## config.mk

```make
export PLATFORM = sky130hd
export DESIGN_NAME = ldpc_cnu_sched_flat
export DESIGN_NICKNAME = d
export VERILOG_FILES = /design/src/rtl/ldpc_cnu_sched_if.sv /design/src/rtl/ldpc_cnu_sched.sv /design/src/flat_wrapper.sv
export SDC_FILE = /design/constraint.sdc
export NUM_CORES = 1
export LEC_CHECK = 0
export BUFFER_PORTS_ARGS = -buffer_cell sky130_fd_sc_hd__buf_2
export CORE_ASPECT_RATIO = 2
export CORE_MARGIN = 2
export CORE_UTILIZATION = 55
export DETAILED_ROUTE_END_ITERATION = 16
export GPL_ROUTABILITY_DRIVEN = 0
export PLACE_DENSITY = 0.83
export SLEW_MARGIN = 20
export SYNTH_ARGS = -nofsm -noshare
export SYNTH_HDL_FRONTEND = slang
export SYNTH_SLANG_ARGS = --single-unit
```

## constraint.sdc

```tcl
create_clock -name clk -period 4.2 [get_ports clk]
set_input_delay 0.21 -clock clk [delete_from_list [all_inputs] [get_ports clk]]
set_output_delay 0.21 -clock clk [all_outputs]
set_load 0.01 [all_outputs]
```

## src/rtl/ldpc_cnu_sched_if.sv

```systemverilog
// Scheduler <-> decoder handshake bundle: start/done, CNU issue and write-back, variable-node handshake.
// The master side is the decoder top / PE array; the slave side is ldpc_cnu_sched.
interface ldpc_cnu_sched_if #(
    parameter int NUM_ROWS = 12,
    parameter int MAX_ITER = 10
);
    localparam int ROW_W  = $clog2(NUM_ROWS);
    localparam int ITER_W = $clog2(MAX_ITER + 1);

    logic              start;
    logic              busy;
    logic              cnu_en;
    logic [ROW_W-1:0]  row_addr;
    logic              p_bit;
    logic              wb_en;
    logic [ROW_W-1:0]  wb_addr;
    logic              var_start;
    logic              var_done;
    logic              done;
    logic              converged;
    logic [ITER_W-1:0] iter_count;
    logic [ROW_W:0]    unsat_cnt;

    modport master (
        output start, p_bit, var_done,
        input  busy, cnu_en, row_addr, wb_en, wb_addr, var_start,
               done, converged, iter_count, unsat_cnt
    );

    modport slave (
        input  start, p_bit, var_done,
        output busy, cnu_en, row_addr, wb_en, wb_addr, var_start,
               done, converged, iter_count, unsat_cnt
    );
endinterface

```

## src/rtl/ldpc_cnu_sched.sv

```systemverilog
// LDPC iteration scheduler: time-shares one CNU over all check rows, tracks the syndrome, and
// hands off to the variable-node update. Define CTRL_EARLY_TERM_EN to stop on a zero syndrome.
module ldpc_cnu_sched #(
    parameter int NUM_ROWS = 12,
    parameter int MAX_ITER = 10
) (
    input logic            clk,
    input logic            rst,
    ldpc_cnu_sched_if.slave bus
);
    localparam int ROW_W  = $clog2(NUM_ROWS);
    localparam int ITER_W = $clog2(MAX_ITER + 1);
    localparam int CNT_W  = ROW_W + 1;

    localparam logic [ROW_W-1:0]  LAST_ROW  = ROW_W'(NUM_ROWS - 1);
    localparam logic [ITER_W-1:0] ITER_LIM  = ITER_W'(MAX_ITER);

    typedef enum logic [2:0] {
        S_IDLE,
        S_CHECK,
        S_DRAIN,
        S_VAR,
        S_DONE
    } state_t;

    state_t            state;
    logic              syn_acc;
    logic [CNT_W-1:0]  unsat_acc;

    logic              wb_hit;
    logic              syn_final;
    logic [CNT_W-1:0]  unsat_final;
    logic              stop_early;

    // Accumulators as they will stand once this cycle's write-back is folded in, so the DRAIN
    // decision sees the last row's parity without waiting an extra cycle.
    always_comb begin
        wb_hit      = bus.wb_en & bus.p_bit;
        syn_final   = syn_acc | wb_hit;
        unsat_final = unsat_acc + CNT_W'(wb_hit);
    end

`ifdef CTRL_EARLY_TERM_EN
    assign stop_early = ~syn_final;
`else
    assign stop_early = 1'b0;
`endif

    always_ff @(posedge clk) begin
        if (rst) begin
            state          <= S_IDLE;
            syn_acc        <= 1'b0;
            unsat_acc      <= '0;
            bus.busy       <= 1'b0;
            bus.cnu_en     <= 1'b0;
            bus.row_addr   <= '0;
            bus.wb_en      <= 1'b0;
            bus.wb_addr    <= '0;
            bus.var_start  <= 1'b0;
            bus.done       <= 1'b0;
            bus.converged  <= 1'b0;
            bus.iter_count <= '0;
            bus.unsat_cnt  <= '0;
        end else begin
            bus.wb_en     <= bus.cnu_en;
            bus.wb_addr   <= bus.row_addr;
            bus.var_start <= 1'b0;
            bus.done      <= 1'b0;

            // Row 0 issue never overlaps a write-back (the previous cycle was IDLE or VAR).
            if (bus.cnu_en && bus.row_addr == '0) begin
                syn_acc   <= 1'b0;
                unsat_acc <= '0;
            end else if (bus.wb_en) begin
                syn_acc   <= syn_final;
                unsat_acc <= unsat_final;
            end

            unique case (state)
                S_IDLE: begin
                    if (bus.start) begin
                        state          <= S_CHECK;
                        bus.busy       <= 1'b1;
                        bus.cnu_en     <= 1'b1;
                        bus.row_addr   <= '0;
                        bus.iter_count <= '0;
                        bus.converged  <= 1'b0;
                    end
                end
                S_CHECK: begin
                    if (bus.row_addr == LAST_ROW) begin
                        state      <= S_DRAIN;
                        bus.cnu_en <= 1'b0;
                    end else begin
                        bus.row_addr <= bus.row_addr + ROW_W'(1);
                    end
                end
                S_DRAIN: begin
                    bus.unsat_cnt <= unsat_final;
                    if (stop_early) begin
                        state         <= S_DONE;
                        bus.done      <= 1'b1;
                        bus.converged <= 1'b1;
                    end else if (bus.iter_count == ITER_LIM) begin
                        state         <= S_DONE;
                        bus.done      <= 1'b1;
                        bus.converged <= ~syn_final;
                    end else begin
                        state         <= S_VAR;
                        bus.var_start <= 1'b1;
                    end
                end
                S_VAR: begin
                    // var_start is high only in the first VAR cycle, which masks a stale var_done.
                    if (!bus.var_start && bus.var_done) begin
                        state          <= S_CHECK;
                        bus.iter_count <= bus.iter_count + ITER_W'(1);
                        bus.cnu_en     <= 1'b1;
                        bus.row_addr   <= '0;
                    end
                end
                S_DONE: begin
                    state    <= S_IDLE;
                    bus.busy <= 1'b0;
                end
                default: state <= S_IDLE;
            endcase
        end
    end
endmodule

```

## src/flat_wrapper.sv

```systemverilog
// flat-port wrapper written by rule: the top's interface ports become plain ports
module ldpc_cnu_sched_flat 
#(
    parameter int NUM_ROWS = 12,
    parameter int MAX_ITER = 10
)
  (clk, rst, bus_start, bus_p_bit, bus_var_done, bus_busy, bus_cnu_en, bus_row_addr, bus_wb_en, bus_wb_addr, bus_var_start, bus_done, bus_converged, bus_iter_count, bus_unsat_cnt);
  ldpc_cnu_sched_if #(.NUM_ROWS(NUM_ROWS), .MAX_ITER(MAX_ITER)) bus_i ();
  input logic clk;
  input logic rst;
  input wire logic [$bits(bus_i.start)-1:0] bus_start;
  input wire logic [$bits(bus_i.p_bit)-1:0] bus_p_bit;
  input wire logic [$bits(bus_i.var_done)-1:0] bus_var_done;
  output wire logic [$bits(bus_i.busy)-1:0] bus_busy;
  output wire logic [$bits(bus_i.cnu_en)-1:0] bus_cnu_en;
  output wire logic [$bits(bus_i.row_addr)-1:0] bus_row_addr;
  output wire logic [$bits(bus_i.wb_en)-1:0] bus_wb_en;
  output wire logic [$bits(bus_i.wb_addr)-1:0] bus_wb_addr;
  output wire logic [$bits(bus_i.var_start)-1:0] bus_var_start;
  output wire logic [$bits(bus_i.done)-1:0] bus_done;
  output wire logic [$bits(bus_i.converged)-1:0] bus_converged;
  output wire logic [$bits(bus_i.iter_count)-1:0] bus_iter_count;
  output wire logic [$bits(bus_i.unsat_cnt)-1:0] bus_unsat_cnt;
  assign bus_i.start = bus_start;
  assign bus_i.p_bit = bus_p_bit;
  assign bus_i.var_done = bus_var_done;
  assign bus_busy = bus_i.busy;
  assign bus_cnu_en = bus_i.cnu_en;
  assign bus_row_addr = bus_i.row_addr;
  assign bus_wb_en = bus_i.wb_en;
  assign bus_wb_addr = bus_i.wb_addr;
  assign bus_var_start = bus_i.var_start;
  assign bus_done = bus_i.done;
  assign bus_converged = bus_i.converged;
  assign bus_iter_count = bus_i.iter_count;
  assign bus_unsat_cnt = bus_i.unsat_cnt;
  ldpc_cnu_sched #(.NUM_ROWS(NUM_ROWS), .MAX_ITER(MAX_ITER)) u_core (.clk(clk), .rst(rst), .bus(bus_i));
endmodule
```

==> results of run 1 <==
-- cells in the mapped netlist, types with 4 or more instances --
cell and count:
sky130_fd_sc_hd__nand3_1 6, sky130_fd_sc_hd__a21oi_1 8, sky130_fd_sc_hd__clkbuf_1 5, sky130_fd_sc_hd__nand2_1 8
sky130_fd_sc_hd__nor2b_1 5, sky130_fd_sc_hd__dfxtp_1 32, sky130_fd_sc_hd__ha_1 6, sky130_fd_sc_hd__a211oi_1 4
sky130_fd_sc_hd__nor2_1 22, sky130_fd_sc_hd__xor2_1 5, sky130_fd_sc_hd__inv_1 5, sky130_fd_sc_hd__o21ai_1 5
-- final cells by class --
type | count | area (um2) | share of cell area [%]
Multi-Input combinational cell | 111 | 726 | 43.9
Sequential cell | 32 | 641 | 38.8
Timing Repair Buffer | 27 | 135 | 8.18
Clock buffer | 7 | 96.3 | 5.83
Tap cell | 28 | 35.0 | 2.12
Inverter | 5 | 18.8 | 1.14
-- layer usage --
layer	track usage, %	up-vias	part of all wire [%]
met4	11.7	0	2.9
met1	21.4	556	36
met3	7.29	8	4.1
li1	-	591	-
met5	0	-	0
met2	39.4	22	57
-- how the worst max path moves through the flow --
stage	from	to	slack, ns
after detailed placement	u_core.state[0]	u_core.bus.iter_count[2]	2.54
after global routing	u_core.bus.wb_en	u_core.bus.unsat_cnt[4]	2.37
after CTS	u_core.state[0]	u_core.bus.iter_count[2]	2.53
final	u_core.state[0]	u_core.bus.iter_count[2]	2.55
after global placement	u_core.state[0]	u_core.bus.iter_count[2]	2.64
after floorplan	u_core.bus.wb_en	u_core.bus.unsat_cnt[4]	2.52
-- power by group through the flow --
stage               Combinational [uW]  Clock [uW]  Sequential (uW)
finish                            30.9         253              315
global route                      34.9         272              315
CTS                               31.1         257              315
detailed placement                30.8           0              321
global placement                  30.2           0              321
floorplan                         23.2           0              320
-- cell usage in the layout, fill, tap and decap left out, types with 3 or more instances in the layout --
cell type | Yosys | layout
sky130_fd_sc_hd__nand3_1 | 6 | 6
sky130_fd_sc_hd__inv_1 | 5 | 5
sky130_fd_sc_hd__a211oi_1 | 4 | 4
sky130_fd_sc_hd__nor2_1 | 22 | 22
sky130_fd_sc_hd__xor2_1 | 5 | 5
sky130_fd_sc_hd__ha_1 | 6 | 6
sky130_fd_sc_hd__o21ai_1 | 5 | 5
sky130_fd_sc_hd__nand2_1 | 8 | 8
sky130_fd_sc_hd__mux2i_1 | 3 | 3
sky130_fd_sc_hd__dfxtp_1 | 32 | 32
sky130_fd_sc_hd__nor4_1 | 3 | 3
sky130_fd_sc_hd__nand3b_1 | 3 | 3
sky130_fd_sc_hd__a21oi_1 | 8 | 8
sky130_fd_sc_hd__clkbuf_8 | 0 | 7
sky130_fd_sc_hd__nor2b_1 | 5 | 5
sky130_fd_sc_hd__buf_2 | 1 | 27
-- metrics by stage --
step,hold WS (ns),cell area [um2],setup WS [ns],cells,utilization (%)
global route,0.271,1650,2.37,210,65.9
global placement,0.445,1560,2.64,203,62.1
finish,0.228,1650,2.55,210,65.9
detailed placement,0.449,1560,2.54,203,62.1
floorplan,0.360,1430,2.52,156,-
CTS,0.221,1650,2.53,210,65.9
-- sequential cells by signal, summed over array words and instances, names as in the netlist --
| register | flops |
|---|---|
| u_core.unsat_acc | 5 |
| u_core.bus.unsat_cnt | 5 |
| u_core.bus.cnu_en | 1 |
| u_core.bus.converged | 1 |
| u_core.bus.wb_en | 1 |
| u_core.bus.iter_count | 4 |
| u_core.state | 3 |
| u_core.bus.busy | 1 |
| u_core.bus.wb_addr | 4 |
| u_core.bus.done | 1 |
| u_core.bus.var_start | 1 |
| u_core.bus.row_addr | 4 |
| u_core.syn_acc | 1 |
-- worst max-delay path, stage by stage (launching register included) --
cell	delay, ns
sky130_fd_sc_hd__dfxtp_1	0.45
sky130_fd_sc_hd__nor3b_2	0.35
sky130_fd_sc_hd__o21ai_1	0.16
sky130_fd_sc_hd__or4_1	0.48
sky130_fd_sc_hd__a21oi_1	0.14
-- cells by family after synthesis --
kind of cell	after synthesis	synth area share, %
and+or+nand+nor	68	27.2
DFF	32	44.9
AOI/OAI and AO/OA	28	12.6
buffers and inverters	13	4.29
xor gates and xnor gates	6	3.68
adders and majority gates	6	5.26
muxes	3	2.10
==> flow_summary.rst, run 1 <==
.. list-table::
   :header-rows: 1

   * - Metric
     - Value
   * - Count of distinct cell types in the synthesized netlist
     - 43
   * - Cell Rows
     - 26
   * - Number of nets in the final layout
     - approximately 190
   * - Initial antenna violation count
     - 0
   * - Setup Viol. Count Final
     - 0
   * - Clock H-tree levels
     - 2
   * - PnR Total Power
     - around 600 uW
   * - Number of sinks on the clock net
     - 32
   * - Leakage power summed over all cells
     - between 0.0007 and 0.0008 uW
   * - Clock network fraction of total power
     - between 40 and 50%
   * - Routed vias
     - 1177
   * - CTS Root Cell
     - sky130_fd_sc_hd__clkbuf_8
   * - First-iteration detailed-routing DRC count
     - 30
   * - Via-to-Cell Ratio
     - 5.60
   * - Worst-case reg-to-reg path depth
     - 4
   * - Inserted Diodes
     - 0
   * - Remaining DRCs
     - 0
   * - Peak Freq
     - 605 MHz
   * - Number of filler instances in the final layout
     - roughly 220
   * - Pins Over Slew Limit
     - 0
   * - Status
     - completed
   * - Synth area leader
     - sky130_fd_sc_hd__dfxtp_1
   * - Number of endpoints with negative hold slack in the final report
     - 0
   * - Tightest slew margin relative to the limit
     - 68.3%
   * - Synthesized net count
     - roughly 170
   * - Seq/Total Area, Yosys
     - ~45%
   * - CP startpoint kind
     - flip-flop
   * - Instance count along the most critical hold path
     - 3
   * - Average footprint of a synthesized cell
     - between 9 and 10 um2
   * - Worst-case clock buffer depth
     - 2
   * - Netlist Area Pre-Place
     - between 0.001 and 0.0015 mm2
   * - Number of cells upsized or downsized after cts
     - 0
   * - Number of setup buffers added after CTS
     - 0
   * - Maximum number of pins on one net before global-route repair
     - 27
   * - Post-DRT Antenna Nets
     - 0
   * - Vias in the first global route
     - around 1100
   * - Top area cells in the synthesized netlist
     - sky130_fd_sc_hd__dfxtp_1 45%, sky130_fd_sc_hd__nor2_1 5.8%, sky130_fd_sc_hd__ha_1 5.3%
   * - Clock-pin transition on the worst setup and hold timing paths
     - ~0.060 ns
   * - Number of warnings issued by yosys
     - 0
   * - Worst hold endpoint
     - u_core.state[0]
   * - Number of buffers created by CTS
     - 5
   * - Fraction of power spent switching nets
     - between 20% and 30%
   * - Count of flip-flops with a built-in enable after synthesis
     - 0
   * - Required arrival time at the worst endpoint
     - ~4.4 ns
   * - Post-synthesis instance total
     - 156
   * - Area share of the leading cell type in the synthesized netlist
     - between 40 and 50%
   * - Total power density per cell area
     - roughly 360 mW/mm2
   * - Endpoint of the most critical register-to-register path
     - u_core.bus.iter_count[2]
   * - Final routed wire length divided by cell count
     - approximately 14 um
   * - Die Outline Area
     - ~0.003 mm2
   * - Internal reg-to-reg setup slack
     - about 2.5 ns
   * - Crit Path Category
     - reg -> reg
   * - Area growth from synthesis to final layout
     - 15.7%
   * - Slew at the pin closest to its max-slew limit
     - 0.474 ns
   * - Top Ports
     - 28
   * - Floorplan core area
     - ~0.0025 mm2
   * - CP Data Arrival Time
     - 1.86 ns
   * - Die span in x
     - roughly 40 um
   * - Crit end category
     - flip-flop
   * - Maximum ir drop on the vdd rail
     - slightly below 0.3 mV
   * - Sum of routed wire length over all layers
     - 2920 um
   * - Clock latency on the worst-skew pair
     - roughly 0.28 ns
   * - Final HPWL from detailed placement
     - about 2200 um
   * - Clock period minus worst slack
     - ~1.7 ns
   * - Unrepaired setup endpoints after global routing
     - false
   * - Final period utilization
     - around two fifths
   * - Buffers added on ports
     - 27
   * - Primary FF master, synth
     - sky130_fd_sc_hd__dfxtp_1
   * - Effective utilization at floorplan
     - around 57%
   * - Worst hold path type
     - in -> reg
   * - First-pass detailed-route iteration total
     - 4
   * - Switching power of the nets
     - about 130 uW
   * - Seq cells post-synth
     - 32
   * - Crit path max fanout
     - 14
   * - Share of flip-flops with an asynchronous set or reset
     - 0%
   * - Max-cap violations
     - 0
   * - Setup TNS
     - 0 ns
   * - Worst reg2reg startpoint
     - u_core.state[0]
   * - Power Internal
     - between 400 and 500 uW
   * - Worst Skew
     - 0.00229 ns
   * - Global routing usage summed across all routing layers
     - 22.8%
   * - Logic gate share of total power
     - 5.2%
   * - Vertical die dimension
     - around 76 um
   * - Start point of the worst min-delay path
     - bus_start
   * - First-pass GRT wire length
     - between 4000 and 5000 um
   * - Count of hold buffers inserted by post-cts repair
     - 0
   * - CTS tree
     - done
   * - Part of the power in registers
     - 52.5%
   * - Leftover overflow at the end of global routing
     - 0
   * - Fraction of layout instances using a drive strength above 1
     - 23.1%
No activity file was read; power rests on OpenSTA's default activity.
==> run 2: changes to the inputs <==
--- a/config.mk
+++ b/config.mk
@@ -5,13 +5,14 @@
 export SDC_FILE = /design/constraint.sdc
 export NUM_CORES = 1
 export LEC_CHECK = 0
+export ABC_AREA = 1
 export BUFFER_PORTS_ARGS = -buffer_cell sky130_fd_sc_hd__buf_2
 export CORE_ASPECT_RATIO = 2
 export CORE_MARGIN = 2
-export CORE_UTILIZATION = 55
+export CORE_UTILIZATION = 48
 export DETAILED_ROUTE_END_ITERATION = 16
 export GPL_ROUTABILITY_DRIVEN = 0
-export PLACE_DENSITY = 0.83
+export PLACE_DENSITY = 0.77
 export SLEW_MARGIN = 20
 export SYNTH_ARGS = -nofsm -noshare
 export SYNTH_HDL_FRONTEND = slang
==> constraint.sdc (replaced) <==
create_clock -name clk -period 1.4 [get_ports clk]
set_input_delay 0.07 -clock clk [delete_from_list [all_inputs] [get_ports clk]]
set_output_delay 0.07 -clock clk [all_outputs]
set_load 0.01 [all_outputs]
==> flow_summary.rst, run 2 <==
.. list-table::
   :header-rows: 1

   * - Metric
     - Value
   * - Floorplan core area
     - 0.00287 mm2
   * - Die Outline Area
     - between 0.003 and 0.004 mm2
   * - Initial antenna violation count
     - 0
   * - Buffer and inverter count on the worst path
     - 1
   * - Sum of routed wire length over all layers
     - roughly 3000 um
   * - Crit end category
     - flip-flop
   * - Remaining DRCs
     - 0
   * - Clock network fraction of total power
     - between 20% and 30%
   * - First-pass detailed-route iteration total
     - 4
   * - Status
     - completed
   * - Power Internal
     - 1910 uW
   * - Crit path depth
     - 8
   * - Area growth from synthesis to final layout
     - 22.9%
   * - Vertical die dimension
     - approximately 80 um
   * - Synth area leader
     - sky130_fd_sc_hd__dfxtp_1
   * - Multi-input gate area
     - 711 um2
   * - Number of warnings issued by yosys
     - 0
   * - Worst-case clock buffer depth
     - 2
   * - Logic gate share of total power
     - a little over a third
   * - Final HPWL from detailed placement
     - 2240 um
   * - Number of nets in the final layout
     - about 240
   * - Instance count along the most critical hold path
     - 3
   * - Largest registers
     - u_core.bus.unsat_cnt (5), u_core.unsat_acc (5)
   * - Clock period minus worst slack
     - between 1 and 1.5 ns
   * - First-pass GRT wire length
     - approximately 5000 um
   * - CTS tree
     - done
   * - Inserted Diodes
     - 0
   * - Worst hold path type
     - in -> reg
   * - Post-DRT Antenna Nets
     - 0
   * - CTS Root Cell
     - sky130_fd_sc_hd__clkbuf_8
   * - Maximum ir drop on the vdd rail
     - ~1.1 mV
   * - Clock H-tree levels
     - 2
   * - Number of placed instances, taps included
     - around 250
   * - Tightest slew margin relative to the limit
     - 75.4%
   * - Seq cells post-synth
     - 32
   * - First-iteration detailed-routing DRC count
     - 23
   * - Fraction of layout instances using a drive strength above 1
     - 24.1%
   * - Worst Skew
     - 0.00748 ns
   * - Global routing usage summed across all routing layers
     - ~19%
   * - Min Hold Slack
     - between 0.1 and 0.15 ns
   * - Part of the power in registers
     - approximately 41%
   * - Leftover overflow at the end of global routing
     - 0
   * - Pins Over Slew Limit
     - 0
   * - Number of filler instances in the final layout
     - ~270
   * - CP Data Arrival Time
     - 1.53 ns
   * - Top post-synthesis cells by count
     - 39 x sky130_fd_sc_hd__nand2_1, 32 x sky130_fd_sc_hd__dfxtp_1, 28 x sky130_fd_sc_hd__nor2_1
   * - Fraction of power spent switching nets
     - a little under two fifths
   * - Worst-case reg-to-reg path depth
     - 8
   * - Crit Path Category
     - reg -> reg
   * - Post-synthesis instance total
     - 191
   * - Die span in x
     - 42.5 um
   * - Area share of the leading cell type in the synthesized netlist
     - 45.1%
   * - Cell breakdown of the critical path
     - nand2_1 -> inv_2 -> ha_4 -> ha_4 -> nand3_1 -> xnor2_1 -> nand2_1 -> a21oi_2
   * - Count of flip-flops with a built-in enable after synthesis
     - 0
   * - Routed vias
     - 1361
   * - Maximum number of pins on one net before global-route repair
     - 18
   * - Switching power of the nets
     - 1170 uW
   * - Number of buffers created by CTS
     - 5
   * - Synthesized net count
     - between 200 and 250
   * - Required arrival time at the worst endpoint
     - approximately 1.6 ns
   * - Seq/Total Area, Yosys
     - a little under half
   * - Number of sinks on the clock net
     - 32
   * - Final routed wire length divided by cell count
     - 11.8 um
   * - Total power density per cell area
     - 1760 mW/mm2
   * - Via-to-Cell Ratio
     - roughly 5.3
   * - Count of non-filler cells in the finished layout
     - between 200 and 300
   * - Register cell area after layout
     - ~640 um2
   * - Largest stage delay on the critical path
     - 0.32 ns
   * - Number of endpoints with negative hold slack in the final report
     - 0
   * - Most frequent cells in the layout
     - 39 x sky130_fd_sc_hd__nand2_1, 29 x sky130_fd_sc_hd__dfxtp_1, 28 x sky130_fd_sc_hd__nor2_1
   * - Cell type of the slowest stage on the worst timing path
     - sky130_fd_sc_hd__dfxtp_2
   * - Max-cap violations
     - 0
   * - Average footprint of a synthesized cell
     - 7.44 um2
   * - Clock latency on the worst-skew pair
     - about 0.29 ns
   * - PnR Total Power
     - 3070 uW
   * - Dominant delay contributor by cell family on the critical path
     - flip-flops
   * - Count of distinct cell types in the synthesized netlist
     - 25
   * - Final period utilization
     - approximately 94%
   * - Primary FF master, synth
     - sky130_fd_sc_hd__dfxtp_1
   * - Top Ports
     - 28
   * - Buffers added on ports
     - 27
   * - Clock-pin transition on the worst setup and hold timing paths
     - around 0.060 ns
   * - Cell Rows
     - 28
   * - Netlist Area Pre-Place
     - 0.00142 mm2
   * - Slew at the pin closest to its max-slew limit
     - 0.368 ns
   * - Unrepaired setup endpoints after global routing
     - false
   * - CP startpoint kind
     - flip-flop
   * - Commonest non-fill, non-tap cell in the layout
     - sky130_fd_sc_hd__nand2_1
   * - Effective utilization at floorplan
     - roughly half
   * - Setup TNS
     - 0 ns
   * - Top area cells in the synthesized netlist
     - sky130_fd_sc_hd__dfxtp_1 45%, sky130_fd_sc_hd__nand2_1 10%, sky130_fd_sc_hd__nor2_1 7.4%
   * - Crit path max fanout
     - 2
   * - Peak Freq
     - 763 MHz
   * - Share of flip-flops with an asynchronous set or reset
     - 0%
   * - Most frequent cell after synthesis
     - sky130_fd_sc_hd__nand2_1
   * - Setup Viol. Count Final
     - 0
   * - Leakage power summed over all cells
     - between 0.0008 and 0.0009 uW
   * - Vias in the first global route
     - ~1200
   * - Utilization after layout
     - between 60 and 70%
==> run 2: cell types whose count changed after synthesis, moves of 3 or more <==
cell                       previous run  this run
sky130_fd_sc_hd__nand3b_1             3         0
sky130_fd_sc_hd__a211oi_1             4         0
sky130_fd_sc_hd__a21oi_1              8        16
sky130_fd_sc_hd__o21ai_0              1         6
sky130_fd_sc_hd__nor2_1              22        28
sky130_fd_sc_hd__clkbuf_1             5         2
sky130_fd_sc_hd__nand2_1              8        39
sky130_fd_sc_hd__nor2b_1              5         0
sky130_fd_sc_hd__mux2i_1              3         0
sky130_fd_sc_hd__nand3_1              6        16
sky130_fd_sc_hd__nor4_1               3         0
sky130_fd_sc_hd__o21ai_1              5         1
sky130_fd_sc_hd__inv_1                5        20
==> run 2: final timing paths <==
path / start / to / slack [ns]
worst max-delay path: u_core.bus.wb_en / u_core.unsat_acc[4] / 0.09
worst max register to register: u_core.bus.wb_en / u_core.unsat_acc[4] / 0.09
worst min-delay path: bus_start / u_core.bus.busy / 0.13
worst min register to register: u_core.bus.busy / u_core.bus.busy / 0.47
==> run 2: metrics by stage <==
step	setup WS (ns)	instance area, um2
3_5_place_dp	0.0448	1610
4_1_cts	0.0245	1700
2_1_floorplan	0.00266	1430
5_1_grt	0.00236	1750
6_report	0.0902	1750
3_3_place_gp	0.126	1610
==> run 2: layout make-up <==
cell class	count	share of cell area, %
Timing Repair Buffer	33	10.3
Inverter	22	4.73
Sequential cell	32	36.9
Tap cell	30	2.15
Clock buffer	8	5.16
Multi-Input combinational cell	133	40.7
==> run 2: routing by layer <==
metal / routed length, um / up-vias / GRT usage, % / share of wire [%]
met5: 0 / - / 0 / 0
met4: 91 / 0 / 12.2 / 3.0
met3: 178 / 7 / 4.89 / 5.8
met2: 1520 / 47 / 32.5 / 50
met1: 1260 / 626 / 20.9 / 41
li1: - / 681 / - / -
==> run 2: kinds of logic (layout without fill, tap and decap cells) <==
group	after synthesis	after routing	share of synthesized area (%)
AOI/OAI and AO/OA	27	27	10.2
and+or+nand+nor	95	95	29.3
adders and majority gates	6	6	5.29
DFF	32	32	45.1
xor gates and xnor gates	5	5	3.08
buffers and inverters	26	63	7.05
==> run 2: power groups by stage <==
stage	registers, uW	clock network, uW	logic, uW
5_1_grt	1280	759	1250
3_3_place_gp	1250	0	1070
4_1_cts	1240	737	1100
3_5_place_dp	1260	0	1090
2_1_floorplan	1310	0	689
6_report	1250	720	1100
==> run 2: worst reg2reg max path: stages (launching register included) <==
cell and delay, ns:
sky130_fd_sc_hd__dfxtp_2 0.32, sky130_fd_sc_hd__nand2_1 0.05, sky130_fd_sc_hd__inv_2 0.07, sky130_fd_sc_hd__ha_4 0.15, sky130_fd_sc_hd__ha_4 0.13, sky130_fd_sc_hd__nand3_1 0.09, sky130_fd_sc_hd__xnor2_1 0.21, sky130_fd_sc_hd__nand2_1 0.09
sky130_fd_sc_hd__a21oi_2 0.13
==> run 2: what timing repair did <==
action | in CTS | in global routing
endpoints found under the setup margin | 0 | 9
buffers inserted | 0 | 1
hold buffers | 0 | 0
gates resized for setup | 0 | 9
==> run 3: changes to the inputs <==
--- a/config.mk
+++ b/config.mk
@@ -6,13 +6,12 @@
 export NUM_CORES = 1
 export LEC_CHECK = 0
 export ABC_AREA = 1
-export BUFFER_PORTS_ARGS = -buffer_cell sky130_fd_sc_hd__buf_2
-export CORE_ASPECT_RATIO = 2
 export CORE_MARGIN = 2
-export CORE_UTILIZATION = 48
+export CORE_UTILIZATION = 55
 export DETAILED_ROUTE_END_ITERATION = 16
+export DONT_BUFFER_PORTS = 1
 export GPL_ROUTABILITY_DRIVEN = 0
-export PLACE_DENSITY = 0.77
+export PLACE_DENSITY = 0.76
 export SLEW_MARGIN = 20
 export SYNTH_ARGS = -nofsm -noshare
 export SYNTH_HDL_FRONTEND = slang
==> flow_summary.rst, run 3 (synthesis gave the netlist of run 2 again) <==
.. list-table::
   :header-rows: 1

   * - Metric
     - Value
   * - Status
     - completed
   * - Internal reg-to-reg setup slack
     - ~0.074 ns
   * - Setup TNS
     - 0 ns
   * - Effective utilization at floorplan
     - 57.8%
   * - GR Layer Usage met2
     - a little under two fifths
   * - Remaining DRCs
     - 0
   * - Setup Viol. Count Final
     - 0
   * - Number of placed instances, taps included
     - 222
   * - Multi-input gate area
     - between 700 and 800 um2
   * - Peak Freq
     - ~750 MHz
   * - Number of sinks on the clock net
     - 32
   * - Pins Over Slew Limit
     - 0
   * - Sum of routed wire length over all layers
     - 3210 um
   * - Vertical die dimension
     - 54.8 um
   * - Clock H-tree levels
     - 2
   * - CTS Root Cell
     - sky130_fd_sc_hd__clkbuf_4
   * - Min Hold Slack
     - around 0.038 ns
   * - Cell Rows
     - 18
   * - Buffers added on ports
     - 0
   * - Max-cap violations
     - 0
   * - Number of buffers created by CTS
     - 5
   * - Worst reg2reg startpoint
     - u_core.bus.wb_en
   * - Worst-case clock buffer depth
     - 2
   * - Crit Path Category
     - reg -> reg
   * - Tightest slew margin relative to the limit
     - between 50 and 60%
   * - First-pass detailed-route iteration total
     - 4
   * - Leftover overflow at the end of global routing
     - 0
   * - First-iteration detailed-routing DRC count
     - 47
   * - Commonest non-fill, non-tap cell in the layout
     - sky130_fd_sc_hd__nand2_1
   * - Final period utilization
     - 94.7%
   * - Via-to-Cell Ratio
     - 5.53
   * - Post-DRT Antenna Nets
     - 0
   * - Worst Skew
     - between 0.01 and 0.015 ns
   * - Die Outline Area
     - 0.00300 mm2
   * - Global routing usage summed across all routing layers
     - 24.3%
   * - Most frequent cells in the layout
     - 38 x sky130_fd_sc_hd__nand2_1, 28 x sky130_fd_sc_hd__nor2_1, 26 x sky130_fd_sc_hd__dfxtp_1
   * - Largest registers
     - u_core.bus.unsat_cnt (5), u_core.unsat_acc (5)
   * - Utilization after layout
     - ~67%
   * - Slew at the pin closest to its max-slew limit
     - approximately 0.63 ns
   * - Number of nets in the final layout
     - around 210
   * - Fraction of layout instances using a drive strength above 1
     - between 15 and 20%
   * - Maximum number of pins on one net before global-route repair
     - 18
   * - Register cell area after layout
     - approximately 650 um2
   * - PnR Total Power
     - between 2000 and 3000 uW
   * - Area growth from synthesis to final layout
     - 15.3%
   * - Crit path max fanout
     - 2
   * - Largest stage delay on the critical path
     - roughly 0.34 ns
   * - CTS tree
     - done
   * - Final routed wire length divided by cell count
     - roughly 14 um
   * - Cell breakdown of the critical path
     - nand2_1 -> inv_2 -> ha_4 -> ha_4 -> nand3_2 -> xnor2_2 -> nand2_1 -> a21oi_2
   * - Final HPWL from detailed placement
     - ~2200 um
   * - Maximum ir drop on the vdd rail
     - between 1 and 1.5 mV
   * - First-pass GRT wire length
     - 5060 um
   * - Vias in the first global route
     - ~1200
   * - Global Route met3 Usage
     - 9.84%
   * - Total power density per cell area
     - 1810 mW/mm2
   * - M1 GR Usage
     - 29.1%
   * - Count of non-filler cells in the finished layout
     - 233
   * - Required arrival time at the worst endpoint
     - between 1.5 and 2 ns
   * - Global route hottest layer
     - met2
   * - Cell type of the slowest stage on the worst timing path
     - sky130_fd_sc_hd__dfxtp_2
   * - Start point of the worst min-delay path
     - rst
   * - Clock period minus worst slack
     - ~1.3 ns
   * - Die span in x
     - between 50 and 60 um
   * - Clock-pin transition on the worst setup and hold timing paths
     - 0.10 ns
   * - Number of filler instances in the final layout
     - ~210
   * - Inserted Diodes
     - 0
   * - Crit end category
     - flip-flop
   * - Worst setup path start
     - u_core.bus.wb_en
   * - Clock latency on the worst-skew pair
     - 0.34 ns
   * - CP startpoint kind
     - flip-flop
   * - Floorplan core area
     - around 0.0025 mm2
   * - Initial antenna violation count
     - 0
   * - Worst hold path type
     - in -> reg
   * - Number of endpoints with negative hold slack in the final report
     - 0
   * - Routed vias
     - 1288
   * - Leakage power summed over all cells
     - around 0.00072 uW
   * - Number of setup buffers added after CTS
     - 0
   * - Top Ports
     - 28
   * - CP Data Arrival Time
     - roughly 1.6 ns
## run 3: path summary, 6_finish.rpt
| path | cells past startpoint | end |
|---|---|---|
| max | 8 | u_core.unsat_acc[4] |
| min | 3 | u_core.state[1] |
| max reg2reg | 8 | u_core.unsat_acc[4] |
| min reg2reg | 2 | u_core.unsat_acc[0] |
## run 3: through the flow
stage          setup WS, ns  cell area (um2)
2_1_floorplan       0.00266             1430
3_3_place_gp          0.120             1480
3_5_place_dp         0.0459             1480
4_1_cts              0.0256             1590
5_1_grt             -0.0148             1640
6_report             0.0739             1640
## run 3: layer usage
metal,routed length (um),part of all wire (%),vias to the layer above
met5,0,0,-
met3,258,8.0,4
met2,1610,50,50
met4,38,1.2,0
li1,-,-,636
met1,1300,41,598
## run 3: timing repair
action / CTS / global route
resized for setup: 0 / 16
setup endpoints to repair: 0 / 11
hold buffers: 3 / 0
hold endpoints to repair: 17 / 0
## run 3: cell type report
type / count / area share [%]
Clock buffer: 6 / 2.52
Clock inverter: 2 / 2.14
Inverter: 22 / 5.04
Multi-Input combinational cell: 133 / 44.3
Sequential cell: 32 / 39.6
Tap cell: 30 / 2.29
Timing Repair Buffer: 8 / 4.13
## run 3: worst max-delay path: cells and delay by family (launching register included)
kind	cells	cell delay, ns
flip-flops	1	0.34
adder cells (fa/ha/maj)	2	0.28
AND/OR/NAND/NOR	3	0.25
XOR/XNOR	1	0.18
AO/OA/AOI/OAI	1	0.14
buffers and inverters	1	0.07
## run 3: report_power, final
part	total (uW)	switching, uW	internal, uW
Clock	694	320	374
Combinational	954	629	324
Sequential	1310	213	1100
Total	2960	1160	1800
